[src/rtl/ir_beacon_tx_pkg.sv]
// ir_pkg: shared definitions for the IR beacon transmitter.
//   CLK_HZ_DEF  default clock frequency
//   gen_state_t generator state encoding
//   freq_valid  accepts 0 < freq <= clk_hz/2
package ir_pkg;

  localparam int unsigned CLK_HZ_DEF = 50_000_000;
  localparam int unsigned FREQ_LIMIT_DEF = CLK_HZ_DEF / 2;

  typedef enum logic [1:0] {G_IDLE, G_CONT, G_BURST} gen_state_t;

  function automatic logic freq_valid(input logic [63:0] freq, input logic [63:0] clk_hz);
    return (freq != '0) && (freq <= (clk_hz / 64'd2));
  endfunction

endpackage

[src/rtl/ir_beacon_tx_if.sv]
// ir_beacon_tx_if: frequency configuration handshake.
//   freq_hz    requested frequency, sampled when cfg_valid && cfg_ready
//   cfg_valid  request from the master
//   cfg_ready  slave can accept (divider idle)
//   cfg_err    1-cycle pulse for a rejected request
interface ir_beacon_tx_if #(parameter int unsigned DIV_W = 32);
  logic [DIV_W-1:0] freq_hz;
  logic             cfg_valid;
  logic             cfg_ready;
  logic             cfg_err;

  modport master (output freq_hz, cfg_valid, input cfg_ready, cfg_err);
  modport slave  (input freq_hz, cfg_valid, output cfg_ready, cfg_err);
endinterface

[src/rtl/ir_beacon_tx_div.sv]
// ir_div_seq: restoring divider, one quotient bit per cycle, W cycles per divide.
//   clk, reset  clock, synchronous active-high reset (aborts a divide)
//   start       begin a divide when not busy
//   dividend    W-bit numerator
//   divisor     W-bit denominator, must be >= 2
//   busy        divide in progress
//   done        1-cycle pulse when quotient is valid
//   quotient    W-1 bit result
import ir_pkg::*;

module ir_div_seq #(
  parameter int unsigned W = 33
) (
  input  logic         clk,
  input  logic         reset,
  input  logic         start,
  input  logic [W-1:0] dividend,
  input  logic [W-1:0] divisor,
  output logic         busy,
  output logic         done,
  output logic [W-2:0] quotient
);
  localparam int unsigned CW = $clog2(W + 1);

  logic [W-1:0]  nq;
  logic [W-1:0]  d;
  logic [W-1:0]  r;
  logic [CW-1:0] cnt;
  logic [W:0]    rs;
  logic          ge;
  logic [W-1:0]  rn;

  // nq shifts the dividend out of its MSB while quotient bits enter at the LSB
  always_comb begin
    rs = {r, nq[W-1]};
    ge = (rs >= {1'b0, d});
    rn = ge ? (rs[W-1:0] - d) : rs[W-1:0];
  end

  always_ff @(posedge clk) begin
    if (reset) begin
      busy <= 1'b0;
      done <= 1'b0;
      cnt  <= '0;
      nq   <= '0;
      d    <= '0;
      r    <= '0;
    end else begin
      done <= 1'b0;
      if (start && !busy) begin
        busy <= 1'b1;
        nq   <= dividend;
        d    <= divisor;
        r    <= '0;
        cnt  <= CW'(W);
      end else if (busy) begin
        r   <= rn;
        nq  <= {nq[W-2:0], ge};
        cnt <= cnt - CW'(1);
        if (cnt == CW'(1)) begin
          busy <= 1'b0;
          done <= 1'b1;
        end
      end
    end
  end

  // divisor >= 2, so the quotient MSB is always zero
  assign quotient = nq[W-2:0];

endmodule

[src/rtl/ir_beacon_tx.sv]
// ir_beacon_tx: IR beacon square-wave generator with continuous and burst modes.
//   clk, reset   clock, synchronous active-high reset
//   cfg          configuration handshake (freq_hz, cfg_valid, cfg_ready, cfg_err)
//   run          level: continuous output enable
//   burst_start  pulse: emit burst_len full periods
//   burst_len    period count, sampled with burst_start
//   osig         beacon output
//   active       generator not idle
//   done         1-cycle pulse at burst end
import ir_pkg::*;

module ir_beacon_tx #(
  parameter int unsigned CLK_HZ  = CLK_HZ_DEF,
  parameter int unsigned DIV_W   = 32,
  parameter int unsigned BURST_W = 16
) (
  input  logic               clk,
  input  logic               reset,
  ir_beacon_tx_if.slave      cfg,
  input  logic               run,
  input  logic               burst_start,
  input  logic [BURST_W-1:0] burst_len,
  output logic               osig,
  output logic               active,
  output logic               done
);
  localparam int unsigned QW = DIV_W + 1;
  localparam logic [QW-1:0] NUM = QW'(CLK_HZ);

  logic             div_busy;
  logic             div_done;
  logic [DIV_W-1:0] quo;
  logic             accept;
  logic             ok;

  assign accept        = cfg.cfg_valid && cfg.cfg_ready;
  assign ok            = freq_valid(64'(cfg.freq_hz), 64'(CLK_HZ));
  assign cfg.cfg_ready = !div_busy;

  ir_div_seq #(.W(QW)) u_div (
    .clk      (clk),
    .reset    (reset),
    .start    (accept && ok),
    .dividend (NUM),
    .divisor  ({cfg.freq_hz, 1'b0}),
    .busy     (div_busy),
    .done     (div_done),
    .quotient (quo)
  );

  always_ff @(posedge clk) begin
    if (reset) cfg.cfg_err <= 1'b0;
    else       cfg.cfg_err <= accept && !ok;
  end

  gen_state_t         state;
  logic [DIV_W-1:0]   half_q;
  logic [DIV_W-1:0]   half_pend;
  logic               pend_v;
  logic [DIV_W-1:0]   cnt;
  logic [BURST_W-1:0] bcnt;
  logic               stop_req;
  logic [DIV_W-1:0]   half_eff;

  // a pending value is applied in the same cycle it is used for a (re)load,
  // so a start or toggle never loads a stale half-period
  assign half_eff = pend_v ? half_pend : half_q;

  always_ff @(posedge clk) begin
    if (reset) begin
      state     <= G_IDLE;
      half_q    <= '0;
      half_pend <= '0;
      pend_v    <= 1'b0;
      cnt       <= '0;
      bcnt      <= '0;
      stop_req  <= 1'b0;
      osig      <= 1'b0;
      active    <= 1'b0;
      done      <= 1'b0;
    end else begin
      done <= 1'b0;
      case (state)
        G_IDLE: begin
          osig     <= 1'b0;
          active   <= 1'b0;
          stop_req <= 1'b0;
          if (pend_v) begin
            half_q <= half_pend;
            pend_v <= 1'b0;
          end
          if (burst_start && half_eff != '0 && burst_len != '0) begin
            state  <= G_BURST;
            bcnt   <= burst_len;
            cnt    <= half_eff - DIV_W'(1);
            osig   <= 1'b1;
            active <= 1'b1;
          end else if (run && half_eff != '0) begin
            state  <= G_CONT;
            cnt    <= half_eff - DIV_W'(1);
            osig   <= 1'b1;
            active <= 1'b1;
          end
        end
        G_CONT, G_BURST: begin
          if (state == G_CONT && !run) stop_req <= 1'b1;
          if (cnt != '0) begin
            cnt <= cnt - DIV_W'(1);
          end else begin
            cnt  <= half_eff - DIV_W'(1);
            osig <= !osig;
            if (pend_v) begin
              half_q <= half_pend;
              pend_v <= 1'b0;
            end
            if (osig) begin
              if (state == G_CONT && (stop_req || !run)) begin
                state  <= G_IDLE;
                active <= 1'b0;
              end else if (state == G_BURST) begin
                bcnt <= bcnt - BURST_W'(1);
                if (bcnt == BURST_W'(1)) begin
                  state  <= G_IDLE;
                  active <= 1'b0;
                  done   <= 1'b1;
                end
              end
            end
          end
        end
        default: state <= G_IDLE;
      endcase
      // a fresh divider result overrides the clear from an apply this cycle
      if (div_done) begin
        half_pend <= quo;
        pend_v    <= 1'b1;
      end
    end
  end

endmodule

[src/flat_wrapper.sv]
// flat-port wrapper written by rule: the top's interface ports become plain ports
module ir_beacon_tx_flat 
#(
  parameter int unsigned CLK_HZ  = CLK_HZ_DEF,
  parameter int unsigned DIV_W   = 32,
  parameter int unsigned BURST_W = 16
)
  (clk, reset, run, burst_start, burst_len, osig, active, done, cfg_freq_hz, cfg_cfg_valid, cfg_cfg_ready, cfg_cfg_err);
  ir_beacon_tx_if #(.DIV_W(DIV_W)) cfg_i ();
  input  logic clk;
  input  logic reset;
  input  logic run;
  input  logic burst_start;
  input  logic [BURST_W-1:0] burst_len;
  output logic osig;
  output logic active;
  output logic done;
  input wire logic [$bits(cfg_i.freq_hz)-1:0] cfg_freq_hz;
  input wire logic [$bits(cfg_i.cfg_valid)-1:0] cfg_cfg_valid;
  output wire logic [$bits(cfg_i.cfg_ready)-1:0] cfg_cfg_ready;
  output wire logic [$bits(cfg_i.cfg_err)-1:0] cfg_cfg_err;
  assign cfg_i.freq_hz = cfg_freq_hz;
  assign cfg_i.cfg_valid = cfg_cfg_valid;
  assign cfg_cfg_ready = cfg_i.cfg_ready;
  assign cfg_cfg_err = cfg_i.cfg_err;
  ir_beacon_tx #(.CLK_HZ(CLK_HZ), .DIV_W(DIV_W), .BURST_W(BURST_W)) u_core (.clk(clk), .reset(reset), .cfg(cfg_i), .run(run), .burst_start(burst_start), .burst_len(burst_len), .osig(osig), .active(active), .done(done));
endmodule
[config.mk]
export PLATFORM = sky130hd
export DESIGN_NAME = ir_beacon_tx_flat
export DESIGN_NICKNAME = d
export VERILOG_FILES = /design/src/rtl/ir_beacon_tx_pkg.sv /design/src/rtl/ir_beacon_tx_if.sv /design/src/rtl/ir_beacon_tx_div.sv /design/src/rtl/ir_beacon_tx.sv /design/src/flat_wrapper.sv
export SDC_FILE = /design/constraint.sdc
export NUM_CORES = 1
export LEC_CHECK = 0
export BUFFER_PORTS_ARGS = -buffer_cell sky130_fd_sc_hd__buf_2
export CORE_MARGIN = 2
export CORE_UTILIZATION = 30
export CTS_CLUSTER_SIZE = 10
export DETAILED_ROUTE_END_ITERATION = 10
export PLACE_DENSITY_LB_ADDON = 0.15
export SLEW_MARGIN = 20
export SYNTH_ARGS = -nofsm -noshare
export SYNTH_HDL_FRONTEND = slang
export SYNTH_SLANG_ARGS = --single-unit
[constraint.sdc]
create_clock -name clk -period 3.34 [get_ports clk]
set_clock_uncertainty 0.15 [all_clocks]
set_input_delay 0.334 -clock clk [delete_from_list [all_inputs] [get_ports clk]]
set_output_delay 0.334 -clock clk [all_outputs]
set_load 0.01 [all_outputs]
* Word-level counts from Yosys, hierarchy flattened
Cells that the tools add are included.
Word-level totals: logic and storage cells 124, bits in registers 226, bits of input ports 53, output and inout port bits 5
Operators by class: add/sub/neg operators 5, reduce and logical (&&, ||, !) cells 34, magnitude comparators 2, equal/unequal tests 14, bitwise gates (word level) 4, multiplexer cells 46
Operators with widths (number):
- $mux W32 | 5
- $pmux W32 S2 | 2
- $reduce_bool A32 Y1 | 3
- $mux W16 | 5
- $sub A32 B1 Y32 const B | 2
- $mux W26 | 2
- $ge A34 B33 Y1 | 1
- $mux W33 | 1
- $sub A33 B33 Y33 | 1
- $le A32 B25 Y1 const B | 1
- $pmux W16 S2 | 1
- $eq A16 B1 Y1 const B | 1
- $mux W1 | 16
- $reduce_bool A16 Y1 | 1
- $sub A16 B1 Y16 const B | 1
- $mux W2 | 7
- $mux W6 | 2
- $logic_and A1 B1 Y1 | 10
- $reduce_and A5 Y1 | 2
- $ne A3 B1 Y1 const B | 3
- $ne A2 B1 Y1 const B | 4
- $pmux W1 S2 | 4
- $reduce_and A2 Y1 | 4
- $eq A6 B1 Y1 const B | 1
- other kinds (16) | 25

* Longest topological paths before layout
depth after elaboration 7, gate-level depth with buffers 15, depth with buffers taken out 11

* By module
Synthesis repeated with hierarchy kept, for this count alone.
Second synthesis, totals: cell total of the unflattened synthesis 1785, area total of the unflattened synthesis 13903.3 µm²
Modules (own cells, without submodules):
- ir_beacon_tx | instances 1, area each 7279.5 µm², cells an instance 938, seq. area each 2402.3 µm²
- ir_div_seq | instances 1, area each 6623.9 µm², cells an instance 847, seq. area each 2142.1 µm²

* Least setup slack after synthesis
No wires, ideal clock.
path type register -> register, start reg u_core.pend_v, end reg u_core.bcnt[11], setup time 128 ps, stages on the path, launching flop included 16, setup slack -329 ps, buffers on the path 6, data arrival time 3392 ps, data required time 3062 ps, period minus slack after synthesis 3669 ps, cells stage by stage dfxtp_1 -> buf_4 -> buf_2 -> buf_1 -> buf_2 -> buf_2 -> mux2i_1 -> ha_1 -> o21ai_0 -> nor3_2 -> a311oi_2 -> o21a_1 -> buf_2 -> and3_1 -> a221oi_2 -> nor2_1
On the way: cells in the longest elaborated chain, start to end 6
Ends and longest elaborated chain:
- start, declared | line ir_beacon_tx.sv:59 | logic pend_v;
- start signal, assigned | line ir_beacon_tx.sv:74 | pend_v <= 1'b0;
- start signal, assigned | line ir_beacon_tx.sv:90 | pend_v <= 1'b0;
- start signal, assigned | line ir_beacon_tx.sv:114 | pend_v <= 1'b0;
- $mux W32
- $reduce_bool A32 Y1 | line ir_beacon_tx.sv:92 | if (burst_start && half_eff != '0 && burst_len != '0) begin
- $logic_and A1 B1 Y1 (2 in series) | line ir_beacon_tx.sv:92
- $ne A2 B1 Y1 (no source line)
- $reduce_and A6 Y1 (no source line)
- end signal, assigned | line ir_beacon_tx.sv:94 | bcnt <= burst_len;
- end signal, assigned | line ir_beacon_tx.sv:121 | bcnt <= bcnt - BURST_W'(1);
- end, declared | line ir_beacon_tx.sv:61 | logic [BURST_W-1:0] bcnt;
No other way between the ends. A chain may end at the register's enable or synchronous reset.

* Worst setup path in the final report
start reg u_core.u_div.d[7], end reg u_core.u_div.r[10]
On the way: cells in the longest elaborated chain, start to end 2, elaborated cells between the ends (all ways) 3, classes of those cells add/sub (1); order compare (1); mux (1)
Ends and longest elaborated chain:
- start, declared | line ir_beacon_tx_div.sv:26 | logic [W-1:0] d;
- start signal, assigned | line ir_beacon_tx_div.sv:53 | d <= divisor;
- $sub A33 B33 Y33 or $ge A34 B33 Y1 (tied branches) | line ir_beacon_tx_div.sv:37, ir_beacon_tx_div.sv:36
- $mux W33 (*) | line ir_beacon_tx_div.sv:37 | rn = ge ? (rs[W-1:0] - d) : rs[W-1:0];
- end signal, assigned | line ir_beacon_tx_div.sv:57 | r <= rn;
- end, declared | line ir_beacon_tx_div.sv:27 | logic [W-1:0] r;
Mark *: on every way between the ends. The rest lies on a longest branch, timed or not.

==> results.txt <==
----------------------------------------------------
[Critical path]
  Start point of the critical path ... u_core.u_div.d[7]$_SDFFE_PP0P_
  Worst endpoint required time ... 3650 ps
  Slowest-stage cell, CP ... sky130_fd_sc_hd__a211oi_1
  Critical path's top delay family ... compound AO/OA/AOI/OAI gates
  Reg2Reg Setup Slack ... 200 ps
  Kind of end point of the critical path ... flop
  Total stage count of the critical path ... 11
  Crit path arrival time ... 3450 ps
  Crit Reg-Reg Endpoint ... u_core.u_div.r[10]$_SDFFE_PP0P_
  Biggest cell delay along the critical path ... 380 ps
  Critical path capture point ... u_core.u_div.r[10]$_SDFFE_PP0P_
  Number of buffers and inverters on the critical path ... 2
  Reg2reg path depth ... 11
  FF-to-FF Start ... u_core.u_div.d[7]$_SDFFE_PP0P_
  CP Class ... flop to flop
  Cells traversed along the worst timing path ... inv_1, ha_1, a211oi_1, o21bai_1, nor3_1, a211oi_2, o211a_1, nor2_2, buf_4, nand2_1, a311oi_1
  Highest fanout seen on the critical path ... 16
  Critical Path Start Type ... flop

[Placed design]
  Number of input and output port buffers inserted ... 57
  GPL Wtd Cong ... 0.818
  Number of placed instances, taps included ... 2268
  Standard cell area after detailed placement ... 14300 um^2
  Detailed placer's ending HPWL ... 27700 um

[Layout]
  Layout Utilization ... 36.2%
  Area growth from synthesis to final layout ... 19.0%
  Post-route cell area ... 15600 um^2
  Final non-filler cell total ... 2353
  Number of diodes added for antenna fixing ... 0
  Number of nets in the layout ... 1853
  Share of final-layout standard cells stronger than drive strength 1 ... 11.9%

[Floorplan]
  I/O pins ... 58
  Die Y ... 213 um
  Starting utilization of the core area ... 30.4%
  Row cnt ... 76
  Die X-Extent ... 213 um
  Area of the core ... 43100 um^2
  Die area ... 45400 um^2

[Timing]
  Max Clock Freq ... 0.318 GHz
  Relative slew slack ... 28.1%
  Unrepaired setup endpoints after global routing ... false
  Final max-slew violation count ... 0
  Final Setup Violations ... 0
  Min Tclk post-route ... 3140 ps
  Transition time at the pin with the least slew margin ... 1080 ps
  Final Hold Fails ... 0
  Share of the clock period used by the worst path after layout ... 94.0%

[Clock network]
  Clk sink count ... 226
  TritonCTS clock tree ... built
  Insertion delay to the later sink of the worst-skew pair ... 560 ps
  CTS root buffer ... sky130_fd_sc_hd__clkbuf_16
  CTS clk-pin slew, worst paths ... 60 ps
  H-tree lvl count ... 1
  Number of buffers inserted during clock tree synthesis ... 29
  Buffer depth of the longest clock path ... 3

[Synth]
  Yosys warnings ... 0
  Count of different cell masters after synthesis ... 85
  Mapped Nets ... 1756
  Synthesized instance count ... 1658
  Number of enable flip-flop cells after synthesis ... 0
  Async SR Flop Fraction ... 0%
  Mapped Avg Cell Area ... 7.91 um^2
  Number of synthesized register bits ... 226
  Fraction of the yosys area taken by sequential cells ... 34.5%
  Most common flop cell mapped by yosys ... sky130_fd_sc_hd__dfxtp_1
  Area of the mapped netlist ... 13100 um^2

[Run status]
  Status ... finished clean

[Route]
  Number of detailed-route iterations in the first pass ... 5
  Drt first-iter violations ... 865
  Vias ... 12100
  Number of remaining DRC errors ... 0
  Mean routed wirelength per cell ... 16.5 um
  Vias/cell ... 5.16
  Count of antenna-violating nets left after detailed routing ... 0
  Total routed wirelength ... 38700 um

[Power]
  Cell leakage power ... 0.00575 uW
  Power per unit of standard cell area ... 715 nW/um^2
  Worst-case vdd ir drop ... 432 uV

[GRT]
  Met1 routing resource usage after global routing ... 23.0%
  Initial antenna violation count ... 0
  Global-route wire length before repair ... 63500 um
  Highest-utilization routing layer at the global route stage ... met2
  Overflow left after global routing ... 0
  Met2 Track Usage GR ... 29.1%
  Vias in the first global route ... 11900
  Met3 global-route usage ... 2.02%
  Overall Global Routing Usage ... 17.2%
  Pin count of the biggest net entering global routing ... 58

[Min path]
  Min-Delay Path Class ... primary input to flop

[Run]
  Count of max-cap constraint violations ... 0

----------------------------------------------------
==> synth_stat cells (all sizes together), types with 25 or more instances <==
| cell type | count | area, um^2 |
|---|---|---|
| clkbuf | 73 | 274 |
| nor4 | 36 | 246 |
| nand2 | 163 | 614 |
| buf | 26 | 131 |
| ha | 44 | 551 |
| nor3 | 62 | 315 |
| a21oi | 118 | 591 |
| nand3 | 35 | 185 |
| inv | 64 | 240 |
| a31oi | 33 | 206 |
| o21ai | 108 | 544 |
| xnor2 | 25 | 219 |
| nor2 | 210 | 791 |
| dfxtp | 226 | 4520 |
| mux2i | 126 | 1260 |
| a211oi | 26 | 195 |
==> power by group <==
part | leakage, uW | switching [uW] | internal (uW)
registers | 0.00183 | 335 | 3020
logic | 0.00349 | 2910 | 1920
clock network | 0.000426 | 1210 | 1760
==> repair_timing <==
action | 4_1_cts | 5_1_grt
gates resized for setup | 1 | 8
hold buffers | 39 | 0
setup buffers | 0 | 2
pin swaps | 0 | 1
setup endpoints to repair | 7 | 18
endpoints found under the hold margin | 39 | 0
==> cell families after synthesis <==
family          count (synthesis)  share of synthesized area (%)
xor+xnor                       49                           3.27
fa+ha+maj                      45                           4.35
compound gates                419                           20.1
flops                         226                           34.5
mux                           128                           9.79
simple gates                  628                           23.0
buf+inv                       163                           4.93
==> cell type report <==
| cell class | count | area (um^2) |
|---|---|---|
| flip-flops and latches | 226 | 4530 |
| multi-input cells | 1269 | 7980 |
| repair buffers | 165 | 1250 |
| clock inverters | 8 | 96.3 |
| inverters | 64 | 240 |
| clock buffers | 36 | 772 |
| well taps | 585 | 732 |
| fillers | 4517 | 27500 |
==> layer usage <==
layer | share of wire, % | up-vias | routed length (um)
met5 | 0 | - | 0
met4 | 1.9 | 0 | 752
met3 | 3.2 | 46 | 1240
met2 | 46 | 175 | 17900
met1 | 49 | 5731 | 18800
li1 | - | 6189 | -
==> how the worst min path moves through the flow <==
stage | startpoint | to | slack [ps] | cells past startpoint
after detailed placement | u_core.u_div.d[31]$_SDFFE_PP0P_ | u_core.u_div.d[31]$_SDFFE_PP0P_ | 290 | 2
after CTS | burst_len[15] | u_core.bcnt[15]$_SDFFE_PP0P_ | 0.1 | 4
after floorplan | u_core.u_div.d[26]$_SDFFE_PP0P_ | u_core.u_div.d[26]$_SDFFE_PP0P_ | 270 | 2
after global routing | burst_len[15] | u_core.bcnt[15]$_SDFFE_PP0P_ | 40 | 4
final | burst_len[15] | u_core.bcnt[15]$_SDFFE_PP0P_ | 30 | 4
after global placement | u_core.u_div.d[32]$_SDFFE_PP0P_ | u_core.u_div.d[32]$_SDFFE_PP0P_ | 280 | 2
==> through the flow <==
stage	setup WS (ps)	total power, uW	setup TNS (ps)	hold WS, ps
2_1_floorplan	1.20	6640	0	272
3_3_place_gp	89.6	8100	0	283
3_5_place_dp	-49.7	8120	-183	285
4_1_cts	72.5	11200	0	0.132
5_1_grt	2.52	12000	0	37.5
6_report	200	11200	0	34.7
==> registers in the layout (all words and copies together), names as in the netlist <==
| signal | count |
|---|---|
| u_core.osig | 1 |
| u_core.bcnt | 16 |
| u_core.half_pend | 32 |
| u_core.u_div.busy | 1 |
| u_core.stop_req | 1 |
| u_core.half_q | 32 |
| u_core.cnt | 32 |
| u_core.active | 1 |
| u_core.state | 2 |
| u_core.u_div.nq | 33 |
| u_core.u_div.r | 33 |
| u_core.u_div.cnt | 6 |
| u_core.u_div.d | 32 |
| u_core.done | 1 |
| u_core.cfg.cfg_err | 1 |
| u_core.u_div.done | 1 |
| u_core.pend_v | 1 |
==> tightest hold or removal path: stages <==
cell and delay [ps]:
sky130_fd_sc_hd__buf_2 120, sky130_fd_sc_hd__o2bb2ai_1 120, sky130_fd_sc_hd__nand2_1 60, sky130_fd_sc_hd__a21oi_1 50
==> placed cells by master (no fill, tap or decap), types with 33 or more instances in the layout <==
cell type	instances
sky130_fd_sc_hd__dfxtp_1	223
sky130_fd_sc_hd__nor2_1	207
sky130_fd_sc_hd__nand2_1	162
sky130_fd_sc_hd__mux2i_1	125
sky130_fd_sc_hd__a21oi_1	117
sky130_fd_sc_hd__o21ai_0	101
sky130_fd_sc_hd__buf_4	66
sky130_fd_sc_hd__inv_1	64
sky130_fd_sc_hd__nor3_1	61
sky130_fd_sc_hd__buf_2	56
sky130_fd_sc_hd__ha_1	44
sky130_fd_sc_hd__dlygate4sd3_1	39
sky130_fd_sc_hd__nor4_1	34
sky130_fd_sc_hd__nand3_1	33
sky130_fd_sc_hd__a31oi_1	33
(Power assumes the default switching activity.)
